==> config.mk <==
export PLATFORM = sky130hd
export DESIGN_NAME = fpu_norm_scheduler
export DESIGN_NICKNAME = d
export VERILOG_FILES = /design/src/rtl/fpu_pkg.sv /design/src/rtl/fpu_normalizer.sv /design/src/rtl/fpu_norm_scheduler.sv
export SDC_FILE = /design/constraint.sdc
export NUM_CORES = 1
export LEC_CHECK = 0
export ABC_AREA = 1
export BUFFER_PORTS_ARGS = -buffer_cell sky130_fd_sc_hd__buf_2
export CAP_MARGIN = 0
export CORE_MARGIN = 8
export CORE_UTILIZATION = 45
export DETAILED_ROUTE_END_ITERATION = 7
export GPL_ROUTABILITY_DRIVEN = 1
export PLACE_DENSITY = 0.68
export SETUP_SLACK_MARGIN = 0.05
export SLEW_MARGIN = 20
export SYNTH_ARGS = -nofsm -noshare
export SYNTH_HDL_FRONTEND = slang
export SYNTH_HIERARCHICAL = 1
export SYNTH_SLANG_ARGS = --single-unit
==> constraint.sdc <==
create_clock -name clk -period 12.7 [get_ports clk]
set_clock_uncertainty 0.1 [all_clocks]
set_input_delay 0.635 -clock clk [delete_from_list [all_inputs] [get_ports clk]]
set_output_delay 0.635 -clock clk [all_outputs]
set_load 0.01 [all_outputs]
==> src/rtl/fpu_pkg.sv <==
// Shared constants for the normalizer scheduler slice: default field widths,
// source encodings and the completed-result counter width.
package fpu_pkg;

    localparam int SIZE_MANTISSA = 23;
    localparam int SIZE_EXPONENT = 8;
    localparam int SIZE_TAG      = 4;
    localparam int RES_CNT_W     = 16;

    localparam logic SRC_A = 1'b0;
    localparam logic SRC_B = 1'b1;

endpackage : fpu_pkg

==> src/rtl/fpu_normalizer.sv <==
// Combinational mantissa normalizer: resolves a carry with a right shift,
// otherwise left-shifts by the leading-zero count so the hidden bit is set.
module fpu_normalizer #(
    parameter int Size_Mantissa = 23,
    parameter int Size_Exponent = 8
) (
    input  logic [Size_Mantissa+1:0] i_mantissa,
    input  logic [Size_Exponent-1:0] i_exponent,
    output logic [Size_Mantissa-1:0] o_mantissa,
    output logic [Size_Exponent-1:0] o_exponent,
    output logic                     o_overflow,
    output logic                     o_underflow
);

    localparam int LZ_W = $clog2(Size_Mantissa + 2);

    logic [LZ_W-1:0]          w_lz;
    logic                     w_found;
    logic [Size_Mantissa+1:0] w_shl;
    logic [Size_Mantissa+1:0] w_shr;
    logic [Size_Exponent:0]   w_exp_inc;

    // Leading-zero count over bits [M:0]; an all-zero field counts as M+1.
    always_comb begin
        w_lz    = LZ_W'(Size_Mantissa + 1);
        w_found = 1'b0;
        for (int i = Size_Mantissa; i >= 0; i--) begin
            if (!w_found && i_mantissa[i]) begin
                w_lz    = LZ_W'(Size_Mantissa - i);
                w_found = 1'b1;
            end
        end
    end

    assign w_shl     = i_mantissa << w_lz;
    assign w_shr     = i_mantissa >> 1;
    assign w_exp_inc = {1'b0, i_exponent} + {{Size_Exponent{1'b0}}, 1'b1};

    // Select carry or left-shift result; hidden bit is dropped from the output.
    always_comb begin
        if (i_mantissa[Size_Mantissa+1]) begin
            o_mantissa  = w_shr[Size_Mantissa-1:0];
            o_exponent  = w_exp_inc[Size_Exponent-1:0];
            o_overflow  = (w_exp_inc >= {1'b0, {Size_Exponent{1'b1}}});
            o_underflow = 1'b0;
        end else begin
            o_mantissa  = w_shl[Size_Mantissa-1:0];
            o_exponent  = i_exponent - Size_Exponent'(w_lz);
            o_overflow  = 1'b0;
            o_underflow = (i_mantissa == '0) || (int'(w_lz) >= int'(i_exponent));
        end
    end

endmodule : fpu_normalizer

==> src/rtl/fpu_norm_scheduler.sv <==
// Round-robin share of one fpu_normalizer between the adder (A) and
// multiplier (B) paths, with a one-entry registered, tagged result stage.
module fpu_norm_scheduler
    import fpu_pkg::*;
#(
    parameter int Size_Mantissa = SIZE_MANTISSA,
    parameter int Size_Exponent = SIZE_EXPONENT,
    parameter int Size_Tag      = SIZE_TAG
) (
    input  logic                     clk,
    input  logic                     rst,
    input  logic                     a_valid,
    output logic                     a_ready,
    input  logic [Size_Mantissa+1:0] a_mantissa,
    input  logic [Size_Exponent-1:0] a_exponent,
    input  logic [Size_Tag-1:0]      a_tag,
    input  logic                     b_valid,
    output logic                     b_ready,
    input  logic [Size_Mantissa+1:0] b_mantissa,
    input  logic [Size_Exponent-1:0] b_exponent,
    input  logic [Size_Tag-1:0]      b_tag,
    output logic                     out_valid,
    input  logic                     out_ready,
    output logic                     out_src,
    output logic [Size_Tag-1:0]      out_tag,
    output logic [Size_Mantissa-1:0] out_mantissa,
    output logic [Size_Exponent-1:0] out_exponent,
    output logic                     out_overflow,
    output logic                     out_underflow,
    output logic [RES_CNT_W-1:0]     res_count
);

    logic                     r_out_valid;
    logic                     r_out_src;
    logic [Size_Tag-1:0]      r_out_tag;
    logic [Size_Mantissa-1:0] r_out_mantissa;
    logic [Size_Exponent-1:0] r_out_exponent;
    logic                     r_out_overflow;
    logic                     r_out_underflow;
    logic [RES_CNT_W-1:0]     r_res_count;
    logic                     r_prio;

    logic                     w_slot_free;
    logic                     w_grant_valid;
    logic                     w_grant_src;
    logic                     w_accept;
    logic                     w_out_fire;
    logic [Size_Mantissa+1:0] w_mantissa;
    logic [Size_Exponent-1:0] w_exponent;
    logic [Size_Tag-1:0]      w_tag;
    logic [Size_Mantissa-1:0] w_norm_mantissa;
    logic [Size_Exponent-1:0] w_norm_exponent;
    logic                     w_norm_overflow;
    logic                     w_norm_underflow;

    // Arbitration: a lone requester wins; under contention r_prio decides.
    always_comb begin
        w_grant_valid = a_valid || b_valid;
        if (a_valid && b_valid) begin
            w_grant_src = r_prio;
        end else if (b_valid) begin
            w_grant_src = SRC_B;
        end else begin
            w_grant_src = SRC_A;
        end
    end

    assign w_slot_free = !r_out_valid || out_ready;
    assign w_accept    = w_slot_free && w_grant_valid && !rst;
    assign w_out_fire  = r_out_valid && out_ready;
    assign a_ready     = w_accept && (w_grant_src == SRC_A);
    assign b_ready     = w_accept && (w_grant_src == SRC_B);

    assign w_mantissa = (w_grant_src == SRC_B) ? b_mantissa : a_mantissa;
    assign w_exponent = (w_grant_src == SRC_B) ? b_exponent : a_exponent;
    assign w_tag      = (w_grant_src == SRC_B) ? b_tag      : a_tag;

    fpu_normalizer #(
        .Size_Mantissa (Size_Mantissa),
        .Size_Exponent (Size_Exponent)
    ) u_normalizer (
        .i_mantissa  (w_mantissa),
        .i_exponent  (w_exponent),
        .o_mantissa  (w_norm_mantissa),
        .o_exponent  (w_norm_exponent),
        .o_overflow  (w_norm_overflow),
        .o_underflow (w_norm_underflow)
    );

    // Output stage, fairness pointer and completion counter.
    always_ff @(posedge clk or posedge rst) begin
        if (rst) begin
            r_out_valid     <= 1'b0;
            r_out_src       <= 1'b0;
            r_out_tag       <= '0;
            r_out_mantissa  <= '0;
            r_out_exponent  <= '0;
            r_out_overflow  <= 1'b0;
            r_out_underflow <= 1'b0;
            r_res_count     <= '0;
            r_prio          <= SRC_A;
        end else begin
            if (w_accept) begin
                r_out_valid     <= 1'b1;
                r_out_src       <= w_grant_src;
                r_out_tag       <= w_tag;
                r_out_mantissa  <= w_norm_mantissa;
                r_out_exponent  <= w_norm_exponent;
                r_out_overflow  <= w_norm_overflow;
                r_out_underflow <= w_norm_underflow;
                r_prio          <= ~w_grant_src;
            end else if (w_out_fire) begin
                r_out_valid <= 1'b0;
            end
            if (w_out_fire) begin
                r_res_count <= r_res_count + RES_CNT_W'(1);
            end
        end
    end

    assign out_valid     = r_out_valid;
    assign out_src       = r_out_src;
    assign out_tag       = r_out_tag;
    assign out_mantissa  = r_out_mantissa;
    assign out_exponent  = r_out_exponent;
    assign out_overflow  = r_out_overflow;
    assign out_underflow = r_out_underflow;
    assign res_count     = r_res_count;

endmodule : fpu_norm_scheduler

Word-level counts from Yosys, hierarchy flattened. Cells that the tools add are included.

$add $sub $neg: 3. Muxes and demuxes: 58. Reductions and logical operators: 59. Order comparisons: 2. Shifts and indexed selects: 1. Bitwise logic cells: 1.

Operators with widths (count): $mux 5 (24); $logic_and 1x1->1 (29); $mux 1 (29); $logic_not 1->1 (25); $logic_not 25->1 (1); $mux 25 (1); $shl 25x5->23 (1); $mux 23 (1); $add 16x1->16 const B (1); $mux 8 (2); $add 8x1->9 const B (1); $ge 9x8->1 const B (1); $ge 5x8->1 (1); $sub 8x5->8 (1); $mux 4 (1); $logic_or 1x1->1 (3); $reduce_bool 2->1 (1); $not 1->1 (1).

Register bits after elaboration: 56. Output and inout bits: 57. Logic and storage cells: 133. Input bits: 79.

Longest topological paths before layout. Gate-level depths: netlist of the first run.

Depth in word-level cells: 76. Depth in mapped cells: 28. Gate-level depth less buffers: 27.

By module. The synthesis of the first run kept the hierarchy.

Modules (own cells, without submodules): fpu_norm_scheduler (sequential area each 1401.3 um2, instances 1, cells each 318, area each 2756.4 um2); fpu_normalizer (sequential area each 0.0 um2, instances 1, cells each 438, area each 2307.2 um2).

Worst setup path before layout of the first run. OpenSTA, ideal clock, no wires.

Path type: input to register. Start point: input port a_valid. End point: register r_out_exponent[7], in the netlist out_exponent[7]. Setup time: 0.065 ns. Path slack: 8.438 ns. Data arrival time: 4.098 ns. Stages on the path: 25. Required time: 12.535 ns. Buffers on the path: 2. Path through: nand2_1 -> nand2_2 -> buf_4 -> mux2_1 -> nor2_4 -> nand2_2 -> nor2_8 -> nand3_4 -> nor2_4 -> nand3_4 -> nor2_1 -> nor2_2 -> clkbuf_1 -> ha_1 -> a21oi_1 -> o31ai_1 -> and2_1 -> o21ai_0 -> inv_1 -> nor3_1 -> nand2_1 -> xor2_1 -> o21ai_0 -> nand2_1 -> nand2_1.

Elaborated cells on any way between the ends: 103. Classes of those cells: add/sub (2); mux (51); reduce/logical (50).

RTL lines: start, declared (line fpu_norm_scheduler.sv:12) `input logic a_valid,`; $logic_and 1x1->1 (*) (line fpu_norm_scheduler.sv:59) `if (a_valid && b_valid) begin`; $mux 1 (*) (line fpu_norm_scheduler.sv:59); $mux 25 (*) (line fpu_norm_scheduler.sv:74) `assign w_mantissa = (w_grant_src == SRC_B) ? b_mantissa : a_mantissa;`; named net w_mantissa[20] (line fpu_norm_scheduler.sv:48) `logic [Size_Mantissa+1:0] w_mantissa;`; $logic_and 1x1->1 (*) (line fpu_normalizer.sv:28) `if (!w_found && i_mantissa[i]) begin`; $mux 1 (line fpu_normalizer.sv:28); $logic_not 1->1 (line fpu_normalizer.sv:28); $logic_and 1x1->1 (line fpu_normalizer.sv:28); [53 not listed]; $logic_and 1x1->1 (line fpu_normalizer.sv:28); $mux 1 (line fpu_normalizer.sv:28); $logic_not 1->1 (line fpu_normalizer.sv:28); $logic_and 1x1->1 (line fpu_normalizer.sv:28); $mux 5 (*) (line fpu_normalizer.sv:28); $sub 8x5->8 (*) (line fpu_normalizer.sv:48) `o_exponent = i_exponent - Size_Exponent'(w_lz);`; $mux 8 (*) (line fpu_normalizer.sv:41) `if (i_mantissa[Size_Mantissa+1]) begin`; named net w_norm_exponent[7] (line fpu_norm_scheduler.sv:52) `logic [Size_Exponent-1:0] w_norm_exponent;`; end signal, assigned (line fpu_norm_scheduler.sv:108) `r_out_exponent <= w_norm_exponent;`; end, declared (line fpu_norm_scheduler.sv:37) `logic [Size_Exponent-1:0] r_out_exponent;`.

Mark *: on every way through the listed nets, which the timed path passes. The rest lies on a longest branch. A chain may end at the register's enable or synchronous reset.

Worst setup path after layout of the first run.
Start point: register r_prio. End point: register r_out_underflow, in the netlist out_underflow.

Elaborated cells on any way between the ends: 100. Classes of those cells: order compare (1); mux (51); reduce/logical (48).

RTL lines: start, declared (line fpu_norm_scheduler.sv:41) `logic r_prio;`; start signal, assigned (line fpu_norm_scheduler.sv:111) `r_prio <= ~w_grant_src;`; $mux 1 (*) (line fpu_norm_scheduler.sv:59); $mux 25 (*) (line fpu_norm_scheduler.sv:74); named net w_mantissa[19] (line fpu_norm_scheduler.sv:48); $logic_and 1x1->1 (line fpu_normalizer.sv:28); $mux 1 (line fpu_normalizer.sv:28); $logic_not 1->1 (line fpu_normalizer.sv:28); $logic_and 1x1->1 (line fpu_normalizer.sv:28); $mux 1 (line fpu_normalizer.sv:28); [50 not listed]; $mux 1 (line fpu_normalizer.sv:28); $logic_not 1->1 (line fpu_normalizer.sv:28); $logic_and 1x1->1 (line fpu_normalizer.sv:28); $mux 5 (line fpu_normalizer.sv:28); $ge 5x8->1 (line fpu_normalizer.sv:50) `o_underflow = (i_mantissa == '0) || (int'(w_lz) >= int'(i_exponent));`; $logic_or 1x1->1 (*) (line fpu_normalizer.sv:50); $mux 1 (*) (line fpu_normalizer.sv:41); named net w_norm_underflow (line fpu_norm_scheduler.sv:54) `logic w_norm_underflow;`; end signal, assigned (line fpu_norm_scheduler.sv:110) `r_out_underflow <= w_norm_underflow;`; end, declared (line fpu_norm_scheduler.sv:39) `logic r_out_underflow;`.

Marked as above.

==> results_dict.tcl, run 1 <==
set metrics [dict create \
    status "complete, no violations" \
    max_slew_margin_vs_limit_pct 45.0 \
    worst-r2r-setup-slack_ns 7.51 \
    placement.io_buffers 135 \
    met3_length_mm 1.23 \
    max_slew.worst_pin.slew_ns 0.822 \
    critical_path_start_end_classification "flop to flop" \
    detail_route.wirelength.met1_mm 7.65 \
    antenna_violations_before_repair 0 \
    gp_routability_congestion 0.963 \
    cts_hold_repair.buffers 0 \
    synth_largest_type_area_fraction_pct 27.7 \
    met2_length_mm 7.36 \
    cts_buf_count 5 \
    worstHoldEndpoint "out_mantissa[16]" \
    reg2reg_depth 26 \
    dp_hpwl_mm 13.3 \
    fp.dieW_um 122 \
    endpoint_kind "flop" \
    cts_tree "done" \
    power_report.internal_total_mw 0.364 \
    cts_max_level 2 \
    route.detailed.vias_per_inst 5.38 \
    final-setup-viol-count 0 \
    crit_fanout 36 \
    start_kind "flop" \
    synth_area_leader_cell "dfrtp_1" \
    cts.sink_count 56 \
    power.share.clock_pct 15.0 \
    detailroute.via_count 5450 \
    final_hold_viol_count 0 \
    hp_start "out_mantissa[16]" \
    ant_nets 0 \
    p_per_area_nw_per_um2 110 \
    n_fill_cell 1131 \
    top_level_ports 136 \
    synth_async_sr_flop_share_pct 100 \
    class_of_the_tightest_hold_or_removal_check "flop to flop" \
    post_cts.resized_instances 0 \
    combinationalPowerShare_pct 47.9 \
    post_synth_main_area_contributors "dfrtp_1, nand2_1, nand3_1" \
    synthFlopType "dfrtp_1" \
    drive_gt1_share_pct 23.8 \
    fraction_of_the_mapped_netlist_area_in_compound_gates_pct 7.12 \
    synthesis.area_per_instance_um2 6.70 \
    place.detailed.instances 1005 \
    synth_seq_area_share_pct 27.7 \
    synth.net_count 844 \
    p_leak_nw 3.20 \
    grt_use_total_pct 21.8 \
    adder_cell_share_of_the_synthesized_area_pct 2.37 \
    layout_min_cycle_time_ns 5.19 \
    maximum_number_of_pins_on_one_net_before_global_route_repair 58 \
    rows 38 \
    max_vdd_drop_uv 73.2 \
    insertedDiodeCount 0 \
    wire_per_inst_um 16.4 \
    post_synth_inst_count 756 \
    synth.ff_latch_count 56 \
    yosys.area_share.simple_pct 43.3 \
    routed_wl_mm 16.6 \
    cts_setup_buffers 0 \
    nets 960 \
    area_growth_syn_to_layout_pct 15.3 \
    timing.final.crit_share_pct 40.8 \
    seqPwrFrac_pct 37.1 \
    clk_latency_ns 0.31 \
    timing.setup.tns_ns 0 \
    global_route.overflow_total 0 \
    swShare_pct 43.4 \
    initial_utilization_pct 46.5 \
    fp.dieArea_um2 14900 \
    power_switching_mw 0.279 \
    synth-xor-area-share_pct 2.77 \
    cts.root.buffer_cell "clkbuf_8" \
    number_of_synthesized_flops_with_an_enable_pin 0 \
    min_path_cells 2 \
    floorplan.core_area_um2 10900 \
    drc_violations 0 \
    grt_setup_unrepaired "false" \
    path_clk_slew_ns 0.10 \
    synth.distinct_cells 50 \
    first_pass_grt_wire_length_mm 26.5 \
    cts-root-to-sink-buffers 2 \
    dieHeight_um 122 \
    dr.pass1.iters 5 \
    fmax_mhz 193 \
    instances_no_fill 1013 \
    worst-endpoint-required_ns 12.80 \
    muxShareOfSynthArea_pct 7.54 \
    worstPathArrival_ns 5.29 \
    detailed_route_iter0_violations 461 \
    worstReg2RegStart "r_prio" \
    yosysWarnings 6 \
    grt_pass1_vias 5189 \
    synth_area_um2 5060 \
    rr_endpoint "out_underflow" \
    synth_top_family_by_area "simple AND/OR/NAND/NOR gates" \
    max_cap_violations 0 \
    dr.max_layer_used "met4" \
    report.final.slew_viol_count 0 \
]
[how the worst max path moves through the flow]
stage	startpoint	to	slack [ns]
floorplan	a_valid	out_exponent[7]	8.44
global placement	a_valid	out_underflow	7.43
detailed placement	a_valid	out_underflow	7.25
CTS	r_prio	out_underflow	7.55
global route	r_prio	out_underflow	6.95
finish	r_prio	out_underflow	7.51
[placed cells by master, fill, tap and decap left out, types with 2 or more instances in the layout]
| cell | count |
|---|---|
| nand3_2 | 2 |
| nand2_1 | 258 |
| nand2_2 | 6 |
| xor2_1 | 14 |
| nand4_2 | 3 |
| dfrtp_1 | 56 |
| o211ai_1 | 3 |
| mux2_2 | 18 |
| buf_4 | 3 |
| nor2_1 | 48 |
| o21ai_1 | 12 |
| nor3_1 | 8 |
| clkbuf_8 | 5 |
| o31ai_1 | 3 |
| o21ai_0 | 26 |
| o22ai_1 | 7 |
| inv_2 | 12 |
| xnor2_1 | 2 |
| mux2_1 | 15 |
| inv_1 | 62 |
| nand3_1 | 102 |
| a21oi_1 | 4 |
| buf_2 | 135 |
| nand4_1 | 21 |
| nor2_2 | 8 |
| nand3_4 | 3 |
| nor2_4 | 4 |
| nand3b_1 | 4 |
| ha_1 | 8 |
[Yosys cell counts (all sizes together) (2+ instances only)]
| cell | count |
|---|---|
| a21oi | 4 |
| and2 | 2 |
| buf | 24 |
| clkbuf | 5 |
| clkinv | 2 |
| dfrtp | 56 |
| ha | 8 |
| inv | 73 |
| mux2 | 33 |
| nand2 | 265 |
| nand3 | 107 |
| nand3b | 4 |
| nand4 | 25 |
| nor2 | 61 |
| nor3 | 8 |
| o211ai | 3 |
| o21ai | 39 |
| o22ai | 7 |
| o31ai | 3 |
| xnor2 | 2 |
| xor2 | 14 |
[routing by layer]
layer	up-vias	global-route usage, %
met5	-	0
met2	235	34.4
met3	21	3.10
met4	0	6.55
li1	2719	-
met1	2475	30.2
[power groups by stage]
stage	Clock [mW]	Sequential (mW)	Combinational, mW
floorplan	0	0.258	0.187
global placement	0	0.241	0.304
detailed placement	0	0.242	0.305
CTS	0.101	0.239	0.307
global route	0.106	0.243	0.340
finish	0.0967	0.239	0.308
[layout make-up]
cell class	instances	area, um2	area share (%)
multi-input cells	596	3200	54.7
flip-flops and latches	56	1400	24.0
repair buffers	138	698	12.0
inverters	75	282	4.82
well taps	140	175	3.00
clock buffers	6	72.6	1.24
clock inverters	2	16.3	0.278
[worst max-delay path: stages, from the launching register on]
cell	delay, ns
dfrtp_1	0.37
inv_1	0.06
nand2_1	0.06
nand2_2	0.59
mux2_1	0.45
nor2_1	0.17
nand2_1	0.17
nor2_8	0.20
nand3_4	0.14
nor2_4	0.17
nand3_4	0.12
inv_2	0.11
nand2_2	0.27
nand3_4	0.41
inv_2	0.10
ha_1	0.22
fa_1	0.41
o21ai_0	0.17
inv_1	0.07
nor2_1	0.08
inv_1	0.06
nand2_1	0.07
o21ai_0	0.09
a32oi_1	0.19
nor2_1	0.06
nand2_1	0.07
nand2_1	0.05
[cell families after synthesis]
| family | after synthesis |
|---|---|
| AO/OA/AOI/OAI | 62 |
| buffers and inverters | 104 |
| multiplexers | 34 |
| XOR/XNOR | 16 |
| adder cells (fa/ha/maj) | 9 |
| AND/OR/NAND/NOR | 475 |
| flip-flops | 56 |
[stage by stage]
stage / hold slack [ns] / power (mW) / setup WS, ns / utilization [%] / instance area (um2)
after floorplan: 0.405 / 0.444 / 8.44 / - / 5060
after global placement: 0.351 / 0.545 / 7.43 / 52.8 / 5750
after detailed placement: 0.353 / 0.548 / 7.25 / 52.8 / 5750
after CTS: 0.375 / 0.646 / 7.55 / 53.6 / 5840
after global routing: 0.391 / 0.690 / 6.95 / 53.6 / 5840
final: 0.370 / 0.644 / 7.51 / 53.6 / 5840
[state kept, by name (all words and copies together) (netlist names)]
register	count
res_count	16
r_prio	1
out_underflow	1
out_valid	1
out_overflow	1
out_exponent	8
out_mantissa	23
out_src	1
out_tag	4
Power figures use the tool's default switching activity.
==> run 2: changes to the inputs <==
Clock period 12.7 ns to 5.1 ns, I/O delays scaled along.
==> run 2 against run 1 <==
Wire length decreased by 0.41%. Largest cell class unchanged. Flip-flop and latch count stayed put. Largest power group unchanged. Final cell count grew 0.59%. Critical endpoint is now out_exponent[6]. Highest routed layer unchanged.
==> results_dict.tcl, run 2 (synthesis results as in run 1) <==
set metrics [dict create \
    top_level_ports 136 \
    max_slew_margin_vs_limit_pct 49.6 \
    fp.dieW_um 122 \
    final_hold_viol_count 0 \
    final-setup-viol-count 0 \
    swShare_pct 43.1 \
    route.detailed.vias_per_inst 5.39 \
    first_pass_grt_wire_length_mm 26.6 \
    reg2reg_depth 25 \
    fp.dieArea_um2 14900 \
    combinationalPowerShare_pct 48.3 \
    grt_setup_unrepaired "false" \
    rr_endpoint "out_exponent[6]" \
    floorplan.core_area_um2 10900 \
    dr.pass1.iters 5 \
    cts_setup_buffers 0 \
    dr.max_layer_used "met4" \
    n_fill_cell 1123 \
    final.setup.worst_slack_ns 0.660 \
    initial_utilization_pct 46.5 \
    fmax_mhz 225 \
    power_report.internal_total_mw 0.908 \
    timing.final.crit_share_pct 87.1 \
    post_cts.resized_instances 0 \
    seqPwrFrac_pct 37.4 \
    layout_commonest_cell "nand2_1" \
    antenna_violations_before_repair 0 \
    ant_nets 0 \
    power.share.clock_pct 14.3 \
    p_leak_nw 3.24 \
    layout_min_cycle_time_ns 4.44 \
    insertedDiodeCount 0 \
    grt_pass1_vias 5290 \
    drc_violations 0 \
    worst-r2r-setup-slack_ns 0.66 \
    timing.critical_path.slowest_stage_cell "mux2_1" \
    placement.io_buffers 135 \
    detailed_route_iter0_violations 462 \
    class_of_the_tightest_hold_or_removal_check "primary input to async pin" \
    start_kind "flop" \
    max_slew.worst_pin.slew_ns 0.754 \
    max_vdd_drop_uv 178 \
    path_clk_slew_ns 0.10 \
    rows 38 \
    path_common_cell "nand2_1" \
    cts.sink_count 56 \
    gp_routability_congestion 1.01 \
    cts-root-to-sink-buffers 2 \
    met3_length_mm 1.19 \
    dp_hpwl_mm 13.5 \
    post-place-ws_ns 0.526 \
    timing.setup.tns_ns 0 \
    cts.root.buffer_cell "clkbuf_8" \
    wire_per_inst_um 16.2 \
    worst-endpoint-required_ns 5.24 \
    endpoint_kind "flop" \
    nets 967 \
    critical_path_start_end_classification "flop to flop" \
    worstPathArrival_ns 4.58 \
    largest_register_ff_count 23 \
    max_cap_violations 0 \
    cts_max_level 2 \
    power_switching_mw 0.687 \
    crit_fanout 25 \
    status "complete, no violations" \
    cts_tree "done" \
    clk_latency_ns 0.31 \
    report.final.slew_viol_count 0 \
    worstReg2RegStart "r_prio" \
    routed_wl_mm 16.5 \
    cts_buf_count 5 \
    p_per_area_nw_per_um2 271 \
    cts_hold_repair.buffers 0 \
    detailroute.via_count 5493 \
    critical_path.max_stage_delay_ns 0.47 \
    global_route.overflow_total 0 \
    maximum_number_of_pins_on_one_net_before_global_route_repair 58 \
    drive_gt1_share_pct 24.5 \
    highest_count_cells_in_the_layout_ignoring_fill_and_taps "nand2_1, buf_2, nand3_1" \
    area_growth_syn_to_layout_pct 16.3 \
    met2_length_mm 7.30 \
    dieHeight_um 122 \
    grt_use_total_pct 21.8 \
    detail_route.wirelength.met1_mm 7.57 \
]
[run 2: changes by cell type in the layout (fill, tap and decap cells not counted), sizes merged]
cell,before,now
buf,138,145
clkbuf,6,5
[run 2: how the worst max path moves through the flow]
stage,start,endpoint,slack [ns],cells after the start
after floorplan,r_prio,out_exponent[7],1.08,26
after global placement,r_prio,out_underflow,0.68,26
after detailed placement,r_prio,out_exponent[6],0.53,25
after CTS,r_prio,out_exponent[6],0.48,25
after global routing,r_prio,out_underflow,0.22,26
final,r_prio,out_exponent[6],0.66,25
[run 2: power groups by stage]
stage	sequential [mW]	clock, mW	combinational (mW)
after floorplan	0.642	0	0.465
final	0.597	0.229	0.770
after global routing	0.609	0.255	0.856
after CTS	0.596	0.241	0.769
after global placement	0.600	0	0.766
after detailed placement	0.605	0	0.766
[run 2: cell type report]
cell class / count / area [um2] / share of cell area [%]
multi-input cells: 596 / 3200 / 54.3
flip-flops and latches: 56 / 1400 / 23.8
repair buffers: 145 / 751 / 12.7
inverters: 75 / 282 / 4.78
well taps: 140 / 175 / 2.97
clock buffers: 5 / 68.8 / 1.17
clock inverters: 2 / 12.5 / 0.212
[run 2: layer usage]
layer  vias to the layer above  GRT usage (%)
li1                       2738              -
met1                      2482           29.4
met2                       237           35.1
met3                        36           2.96
met4                         0           7.39
met5                         -              0
[run 2: through the flow]
step	hold WS, ns	total power, mW	instance area (um2)	instances	utilization [%]
finish	0.0300	1.60	5890	1019	54.1
global route	0.0532	1.72	5890	1019	54.1
CTS	0.0447	1.61	5890	1019	54.1
detailed placement	0.357	1.37	5800	1012	53.3
global placement	0.348	1.37	5800	1012	53.3
floorplan	0.275	1.11	5060	756	-
[run 2: worst max-delay path, delay by kind of cell, from the launching register on]
kind / cells / cell delay [ns]
and+or+nand+nor: 16 / 2.07
buffers and inverters: 4 / 0.26
DFF: 1 / 0.37
muxes: 1 / 0.47
adders and majority gates: 2 / 0.61
AOI/OAI and AO/OA: 2 / 0.45
